$ cat config.mk
export PLATFORM = sky130hd
export DESIGN_NAME = branch_redirect
export DESIGN_NICKNAME = d
export VERILOG_FILES = /design/src/rtl/core_pkg.sv /design/src/rtl/branch_target.sv /design/src/rtl/branch_redirect.sv
export SDC_FILE = /design/constraint.sdc
export NUM_CORES = 1
export LEC_CHECK = 0
export BUFFER_PORTS_ARGS = -buffer_cell sky130_fd_sc_hd__buf_2
export CAP_MARGIN = 10
export CORE_MARGIN = 4
export CORE_UTILIZATION = 50
export CTS_BUF_LIST = sky130_fd_sc_hd__clkbuf_4 sky130_fd_sc_hd__clkbuf_8
export CTS_CLUSTER_DIAMETER = 80
export CTS_CLUSTER_SIZE = 8
export DETAILED_ROUTE_END_ITERATION = 10
export PLACE_DENSITY = 0.77
export SYNTH_ARGS = -nofsm -noshare
export SYNTH_HDL_FRONTEND = slang
export SYNTH_SLANG_ARGS = --single-unit
export TNS_END_PERCENT = 1
$ cat constraint.sdc
create_clock -name clk -period 3.1 [get_ports clk]
set_input_delay 0.465 -clock clk [delete_from_list [all_inputs] [get_ports clk]]
set_output_delay 0.465 -clock clk [all_outputs]
set_load 0.02 [all_outputs]
$ cat src/rtl/core_pkg.sv
// Shared types and constants for the PC / branch-resolution stage.
package core_pkg;

    localparam int XLEN = 32;
    localparam logic [XLEN-1:0] PC_INC = 32'd4;

    typedef enum logic [1:0] {
        RUN   = 2'd0,
        FLUSH = 2'd1,
        HALT  = 2'd2
    } br_state_t;

endpackage

$ cat src/rtl/branch_target.sv
// Combinational target selection for control transfers in EX.
// JALR wins over JAL, which wins over a conditional branch. The JALR sum
// has bit 0 cleared, so a JALR can only be misaligned through bit 1.
module branch_target
    import core_pkg::*;
(
    input  logic            is_branch,
    input  logic            is_jal,
    input  logic            is_jalr,
    input  logic            cmp_out,
    input  logic [XLEN-1:0] ex_pc,
    input  logic [XLEN-1:0] ex_imm,
    input  logic [XLEN-1:0] ex_rs1,
    output logic            taken_o,
    output logic [XLEN-1:0] target_o,
    output logic            misaligned_o
);

    logic [XLEN-1:0] pc_rel;
    logic [XLEN-1:0] reg_rel;

    assign pc_rel  = ex_pc + ex_imm;
    assign reg_rel = ex_rs1 + ex_imm;

    // Pick the target and decide taken by transfer-type priority.
    always_comb begin
        taken_o  = 1'b0;
        target_o = pc_rel;
        if (is_jalr) begin
            taken_o  = 1'b1;
            target_o = reg_rel & ~32'h1;
        end else if (is_jal) begin
            taken_o  = 1'b1;
        end else if (is_branch) begin
            taken_o  = cmp_out;
        end
    end

    assign misaligned_o = (target_o[1:0] != 2'b00);

endmodule

$ cat src/rtl/branch_redirect.sv
// Fetch-PC owner: resolves control transfers from EX, redirects fetch,
// flushes wrong-path IF/ID for FLUSH_CYCLES unstalled cycles, and parks
// in a sticky HALT on a misaligned target.
//
// state | meaning
// RUN   | normal sequential fetch, EX transfers may be accepted
// FLUSH | redirect issued, flush_o held until counter expires
// HALT  | misaligned target seen, frozen until reset
module branch_redirect
    import core_pkg::*;
#(
    parameter logic [31:0] RESET_PC     = 32'h0000_0000,
    parameter int unsigned FLUSH_CYCLES = 2
) (
    input  logic            clk,
    input  logic            rst_n,
    input  logic            ex_valid,
    input  logic            ex_is_branch,
    input  logic            ex_is_jal,
    input  logic            ex_is_jalr,
    input  logic [XLEN-1:0] ex_pc,
    input  logic [XLEN-1:0] ex_imm,
    input  logic [XLEN-1:0] ex_rs1,
    input  logic            cmp_out,
    input  logic            stall,
    output logic [XLEN-1:0] pc_o,
    output logic [XLEN-1:0] link_o,
    output logic            redirect_o,
    output logic            flush_o,
    output logic            misalign_o,
    output logic [XLEN-1:0] misalign_addr_o
);

    // Counter is loaded with one less than the flush length; the exit
    // happens on the unstalled cycle where it already reads zero.
    localparam logic [2:0] CNT_LOAD = 3'(FLUSH_CYCLES - 1);

    br_state_t       state_q, state_d;
    logic [XLEN-1:0] pc_q, pc_d;
    logic            redirect_q, redirect_d;
    logic            flush_q, flush_d;
    logic [2:0]      cnt_q, cnt_d;
    logic            mis_q, mis_d;
    logic [XLEN-1:0] maddr_q, maddr_d;

    logic            taken;
    logic [XLEN-1:0] target;
    logic            misaligned;
    logic            accept;

    branch_target u_target (
        .is_branch    (ex_is_branch),
        .is_jal       (ex_is_jal),
        .is_jalr      (ex_is_jalr),
        .cmp_out      (cmp_out),
        .ex_pc        (ex_pc),
        .ex_imm       (ex_imm),
        .ex_rs1       (ex_rs1),
        .taken_o      (taken),
        .target_o     (target),
        .misaligned_o (misaligned)
    );

    assign accept = (state_q == RUN) && ex_valid && !stall;

    // State register.
    always_ff @(posedge clk or negedge rst_n) begin
        if (!rst_n) state_q <= RUN;
        else        state_q <= state_d;
    end

    // Next-state logic.
    always_comb begin
        state_d = state_q;
        case (state_q)
            RUN:     if (accept && taken) state_d = misaligned ? HALT : FLUSH;
            FLUSH:   if (!stall && cnt_q == 3'd0) state_d = RUN;
            HALT:    state_d = HALT;
            default: state_d = RUN;
        endcase
    end

    // Next values for PC, pulse, flush counter and trap capture.
    always_comb begin
        pc_d       = pc_q;
        redirect_d = 1'b0;
        flush_d    = flush_q;
        cnt_d      = cnt_q;
        mis_d      = mis_q;
        maddr_d    = maddr_q;
        case (state_q)
            RUN: begin
                if (accept && taken && !misaligned) begin
                    pc_d       = target;
                    redirect_d = 1'b1;
                    flush_d    = 1'b1;
                    cnt_d      = CNT_LOAD;
                end else if (accept && taken) begin
                    mis_d   = 1'b1;
                    maddr_d = target;
                end else if (!stall) begin
                    pc_d = pc_q + PC_INC;
                end
            end
            FLUSH: begin
                if (!stall) begin
                    pc_d = pc_q + PC_INC;
                    if (cnt_q == 3'd0) flush_d = 1'b0;
                    else               cnt_d   = cnt_q - 3'd1;
                end
            end
            default: ;
        endcase
    end

    // Datapath registers.
    always_ff @(posedge clk or negedge rst_n) begin
        if (!rst_n) begin
            pc_q       <= RESET_PC;
            redirect_q <= 1'b0;
            flush_q    <= 1'b0;
            cnt_q      <= 3'd0;
            mis_q      <= 1'b0;
            maddr_q    <= '0;
        end else begin
            pc_q       <= pc_d;
            redirect_q <= redirect_d;
            flush_q    <= flush_d;
            cnt_q      <= cnt_d;
            mis_q      <= mis_d;
            maddr_q    <= maddr_d;
        end
    end

    assign pc_o            = pc_q;
    assign link_o          = ex_pc + PC_INC;
    assign redirect_o      = redirect_q;
    assign flush_o         = flush_q;
    assign misalign_o      = mis_q;
    assign misalign_addr_o = maddr_q;

endmodule

=== Word level (Yosys, flattened, before mapping) ===
Cells that the tools add are included.

* Muxes and demuxes: 22
* Reductions and logical operators: 16
* Bitwise logic cells: 1
* Equality and inequality tests: 9
* $add $sub $neg: 5

{| class="wikitable"
|+ Operators by type and width
! operator !! count
|-
| two-way mux 32 bit || 4
|-
| adder 32 x 3 -> 32 bit (second input constant) || 2
|-
| adder 32 bit || 2
|-
| case mux 32 bit (2 select lines) || 1
|-
| two-way mux 3 bit || 3
|-
| two-way mux 1 bit || 8
|-
| != test 2 bit (second input constant) || 4
|-
| AND reduction 4 bit || 2
|-
| two-way mux 2 bit || 3
|-
| case mux 2 bit (3 select lines) || 1
|-
| case mux 3 bit (2 select lines) || 1
|-
| logical AND 1 bit || 5
|-
| != test 2 x 1 -> 1 bit (second input constant) || 2
|-
| AND reduction 2 bit || 2
|-
| nonzero test 2 bit || 2
|-
| logical NOT 3 bit || 1
|-
| != test 3 x 2 -> 1 bit (second input constant) || 1
|-
| AND reduction 3 bit || 1
|-
| subtractor 3 x 1 -> 3 bit (second input constant) || 1
|-
| equality test 2 x 1 -> 1 bit (second input constant) || 1
|-
| equality test 2 bit (second input constant) || 1
|-
| logical NOT 1 bit || 2
|-
| logical NOT 2 bit || 1
|-
| case mux 1 bit (2 select lines) || 1
|-
| inverter 1 bit || 1
|}

* Bits in registers: 72
* Logic and storage cells: 60
* Input port bits: 104
* Output and inout port bits: 99

=== Longest topological paths before layout ===
* Word-level depth: 7
* Depth in mapped cells: 12
* Depth with buffers taken out: 12

=== Cells and area by module ===
A second synthesis with hierarchy kept.

* Cells, all modules: 970
* Area, all modules: 8111.5 µm²

{| class="wikitable"
|+ By module, submodules not included
! module !! seq. area each (µm²) !! cells an instance !! instances !! area an instance (µm²)
|-
| branch_redirect || 1801.7 || 437 || 1 || 4376.7
|-
| branch_target || 0.0 || 533 || 1 || 3734.8
|}

=== Least setup slack after synthesis ===
OpenSTA, ideal clock, no wires.

* Kind: input -> register
* Start point: input ex_pc[0]
* End point: register pc_q[30] (netlist: pc_o[30])
* Required time: 2974 ps
* Data arrival time: 2883 ps
* Buffers on the path: 0
* Library setup time: 126 ps
* Path slack: 91 ps
* Stages on the path: 12
* Cells stage by stage: ha_1 -> fa_1 -> a21o_1 -> a31o_4 -> a21bo_2 -> nand4_2 -> a21o_4 -> o22ai_2 -> a311oi_2 -> o31ai_2 -> xor2_1 -> a221o_1

* Longest elaborated chain between the ends: 7
* Elaborated cells between the ends (all ways): 9
* Classes of those cells: add/sub (1); eq/ne (1); mux (3); reduce/logical (4)

{| class="wikitable"
|+ RTL lines
! what !! RTL line !! text
|-
| start, declared || branch_redirect.sv:21 || <nowiki>input logic [XLEN-1:0] ex_pc,</nowiki>
|-
| adder 32 bit (*) || branch_target.sv:22 || <nowiki>assign pc_rel = ex_pc + ex_imm;</nowiki>
|-
| two-way mux 32 bit (*) || branch_target.sv:29 || <nowiki>if (is_jalr) begin</nowiki>
|-
| nonzero test 2 bit || branch_target.sv:39 || <nowiki>assign misaligned_o = (target_o[1:0] != 2'b00);</nowiki>
|-
| logical NOT 1 bit || branch_redirect.sv:93 || <nowiki>if (accept && taken && !misaligned) begin</nowiki>
|-
| logical AND 1 bit || branch_redirect.sv:93 ||
|-
| two-way mux 32 bit or != test 3 x 2 -> 1 bit (tied branches) || - ||
|-
| case mux 32 bit (2 select lines) or AND reduction 2 bit (tied branches) || - ||
|-
| end signal, assigned || branch_redirect.sv:126 || <nowiki>pc_q <= pc_d;</nowiki>
|-
| end, declared || branch_redirect.sv:39 || <nowiki>logic [XLEN-1:0] pc_q, pc_d;</nowiki>
|}

Every way passes the cells marked *; elsewhere a longest branch is shown, timed or not.
A chain may end at the register's enable or synchronous reset.

=== Final worst setup path ===
Ends and elaborated chain as after synthesis.

==> summary by stage <==
STA
Subtracting the final worst setup slack from the clock period gives 2910 ps. Headroom to the max-slew limit came out at 40.2%. The final cycle utilization of the critical path is 93.8%. For the pin with the worst max-slew slack, the measured transition is 897 ps. The summed negative setup slack over all endpoints is 0 ps.

The final setup violation count is 0. The clock arrives with 3.62 ps of skew. The worst-case setup margin in the final layout is 191 ps. On the final layout, the worst hold slack is 313 ps.

Setup repair after global routing left no endpoint under its margin. The number of failing hold endpoints at the final stage is 0. Based on the critical path, the design can be clocked at up to 0.344 GHz. The final count of pins violating max slew is 0.

Logic synthesis
The per-instance average area after synthesis is 7.76 um^2. The portion of the post-synthesis area used by sequential elements is 24.3%. When the netlist entered floorplanning its net count stood at 1127. The number of distinct library cells after synthesis is 82.

The commonest register cell after synthesis is dfrtp_1. The netlist area before placement is 0.00742 mm^2. The Yosys step of the flow raised 0 warnings. The fraction of registers with async set/reset is 100%. The count of flip-flops with a built-in enable after synthesis is 0. In this run, synthesis produced a sequential element count of 72. Counting every instance in the synthesized netlist gives 956.

Die
The area enclosed by the die boundary is 0.0169 mm^2. The placeable core region is 0.0145 mm^2. Pin placement for this block handled 203 I/O pins. The floorplan step set the die width to 130 um.

Once the floorplan was initialized, standard cells occupied 51.1% of the core. After floorplanning, the core was divided into 44 placement rows. The die span in y is 130 um.

Job
Max-cap violations in this run came to 0.

Cells and area
Cells fill 63.7% of the core in the end. The area added between synthesis and finish is 24.7%. 0 antenna diodes ended up in the layout.

The final-stage net count is 1375. The post-route netlist has 26.1% of its cells at a drive strength greater than 1.

CTS
In this run the post-CTS setup repair buffer count came out at 0. The clock latency on the worst-skew pair is 350 ps. The clock passes through at most 2 buffers. The root buffer cell is clkbuf_8. The number of clock buffers inserted by TritonCTS is 9. After clock tree synthesis, the clock-pin slew on the worst setup and hold paths is 70 ps.

TritonCTS built the clock tree. The number of levels the H-tree was split into is 3. The clock drives 72 sinks.

Worst setup path
The most critical setup path has its startpoint at ex_pc[0]. The data required time of the worst path is 3340 ps. The kind of start point of the critical path is a primary input.

The worst setup path is captured at a flip-flop. The start-to-end type of the worst setup path is in2reg. In this run the register-to-register setup slack is 300 ps.

The largest fanout of any net on the critical path is 3. The worst register-to-register path begins at pc_o[8]. The worst register-to-register path ends at pc_o[31]. The worst register-to-register path has a depth of 10. Data on the critical path arrives at its endpoint at 3150 ps.

Power and ir drop
The portion of total power attributed to the clock network is 13.4%. The leakage dissipation is 4.59 nW. The maximum VDD drop is 0.281 mV. The power density over the cells is 600 mW/mm^2. Internal power comes to 0.00293 W. Combinational logic burns 54.6% of the power. Net switching is 47.2% of the power. The net load switching power is 0.00262 W. Of the total power, registers draw 32.0%.

Hold path
The class of the most critical hold timing path is in2async.

Route
The length of the first detailed-routing pass in iterations is 7. The routed wire length is 22.5 mm. The detailed router's first-iteration violation count is 850. The via count is 8024. The post-detailed-route via-to-cell ratio is 5.77. After detailed routing, the average wire length per cell comes to 16.2 um. After detailed routing, the number of remaining DRC violations is 0.

The post-detailed-route count of antenna-violating nets is 0.

Global routing
After global routing the overflow that remains totals 0. The number of antenna violations at the first check in global routing is 0. The total routing usage reported by global routing is 26.5%. Entering global routing, the biggest net connects 73 pins. The first global-routing pass estimated 36.6 mm of wire. The number of global-route vias before repair is 7354.

Place
The global placer's final weighted congestion is 0.927. The pre-CTS setup slack is -161 ps. The half-perimeter wire length after detailed placement is 18.2 mm. Port buffering added 202 buffers.

Outcome
The run finished with clean final reports.
how the worst max path moves through the flow:
stage,slack [ps],to,cells past startpoint
3_3_place_gp,-120,pc_o[30],13
4_1_cts,210,pc_o[30],13
3_5_place_dp,-160,pc_o[30],13
6_report,190,pc_o[30],13
2_1_floorplan,90,pc_o[30],12
5_1_grt,7,pc_o[20],14
cell type report:
cell class                      count  area (um^2)
Tap cell                          184          230
Clock inverter                      3         42.5
Sequential cell                    72         1800
Timing Repair Buffer              274         1550
Fill cell                        1317         5280
Inverter                           24         90.1
Multi-Input combinational cell    823         5390
Clock buffer                       11          151
worst max-delay path, stage by stage:
cell and delay, ps:
buf_2 100, ha_1 220, fa_1 380, a21o_1 220, a31o_4 260, a21bo_2 230
nand4_2 110, a21o_4 140, o22ai_2 70, a311oi_2 360, o31ai_2 130, xor2_1 160
a221o_1 300
placed cells by master, fill, tap and decap left out, drive strengths merged, types with 12 or more instances in the layout:
cell type    n
xnor2       55
nand2      142
nor3        17
buf        274
xor2        28
nand3       26
nand4       15
inv         24
a21o        35
o21ai       65
nor2        76
a21oi      108
and3        20
ha          65
nand2b      12
dfrtp       72
o22ai       14
power groups by stage:
stage / Combinational (W) / Sequential, W / Clock, W
3_5_place_dp: 0.00301 / 0.00178 / 0
4_1_cts: 0.00302 / 0.00176 / 0.000757
3_3_place_gp: 0.00296 / 0.00176 / 0
6_report: 0.00303 / 0.00178 / 0.000744
5_1_grt: 0.00333 / 0.00184 / 0.000794
2_1_floorplan: 0.00143 / 0.00219 / 0
metrics by stage:
stage,instances,cell area [um^2],total power [W]
after global placement,1377,9050,0.00472
after CTS,1391,9250,0.00554
final,1391,9260,0.00555
after floorplan,956,7420,0.00363
after global routing,1391,9260,0.00597
after detailed placement,1377,9050,0.00479
synthesized netlist by cell type (3+ instances only):
| cell | instances | area, um^2 |
|---|---|---|
| a211oi_1 | 5 | 37.5 |
| a21o_1 | 34 | 255 |
| a21oi_1 | 107 | 536 |
| a22o_1 | 4 | 35.0 |
| a311oi_1 | 4 | 35.0 |
| a31oi_1 | 6 | 37.5 |
| and2_1 | 11 | 68.8 |
| and3_1 | 20 | 125 |
| and4_1 | 6 | 52.6 |
| buf_1 | 5 | 18.8 |
| clkbuf_1 | 29 | 109 |
| dfrtp_1 | 72 | 1800 |
| ha_1 | 65 | 813 |
| inv_1 | 23 | 86.3 |
| mux2i_1 | 5 | 50.1 |
| nand2_1 | 142 | 533 |
| nand2b_1 | 12 | 75.1 |
| nand3_1 | 26 | 130 |
| nand4_1 | 14 | 87.6 |
| nand4b_1 | 3 | 26.3 |
| nor2_1 | 76 | 285 |
| nor2b_1 | 11 | 68.8 |
| nor3_1 | 15 | 75.1 |
| nor4_1 | 4 | 25.0 |
| o211ai_1 | 3 | 22.5 |
| o21ai_0 | 43 | 215 |
| o21ai_1 | 22 | 110 |
| o21bai_1 | 7 | 52.6 |
| o221ai_1 | 4 | 35.0 |
| o22a_1 | 3 | 26.3 |
| o22ai_1 | 13 | 81.3 |
| o31ai_1 | 8 | 60.1 |
| o31ai_2 | 3 | 37.5 |
| or2_2 | 3 | 18.8 |
| or3_1 | 5 | 31.3 |
| xnor2_1 | 55 | 482 |
| xor2_1 | 28 | 245 |
logic make-up (layout without fill, tap and decap cells):
group           count (synthesis)  count (layout)  synth area share (%)
xor+xnor                       83              83                  9.80
mux                             8               8                  1.13
buf+inv                        61             312                  3.20
compound gates                306             306                  26.8
flops                          72              72                  24.3
simple gates                  359             359                  23.3
fa+ha+maj                      67              67                  11.5
registers in the layout (all words and copies together) (netlist names):
signal	cells
redirect_o	1
cnt_q	3
pc_o	32
misalign_o	1
misalign_addr_o	32
state_q	2
flush_o	1
what timing repair did:
item,CTS,global route
gates resized for setup,0,1
setup endpoints to repair,0,1
hold buffers,0,0
metal layers:
metal  up-vias  global-route usage [%]  share of wire (%)  wire [um]
li1       3964                       -                  -          -
met1      3719                    39.2                 47      10500
met2       317                    40.9                 44       9950
met3        24                    2.74                7.0       1580
met4         0                    8.25                1.7        383
met5         -                       0                  0          0
(Power assumes the default switching activity.)
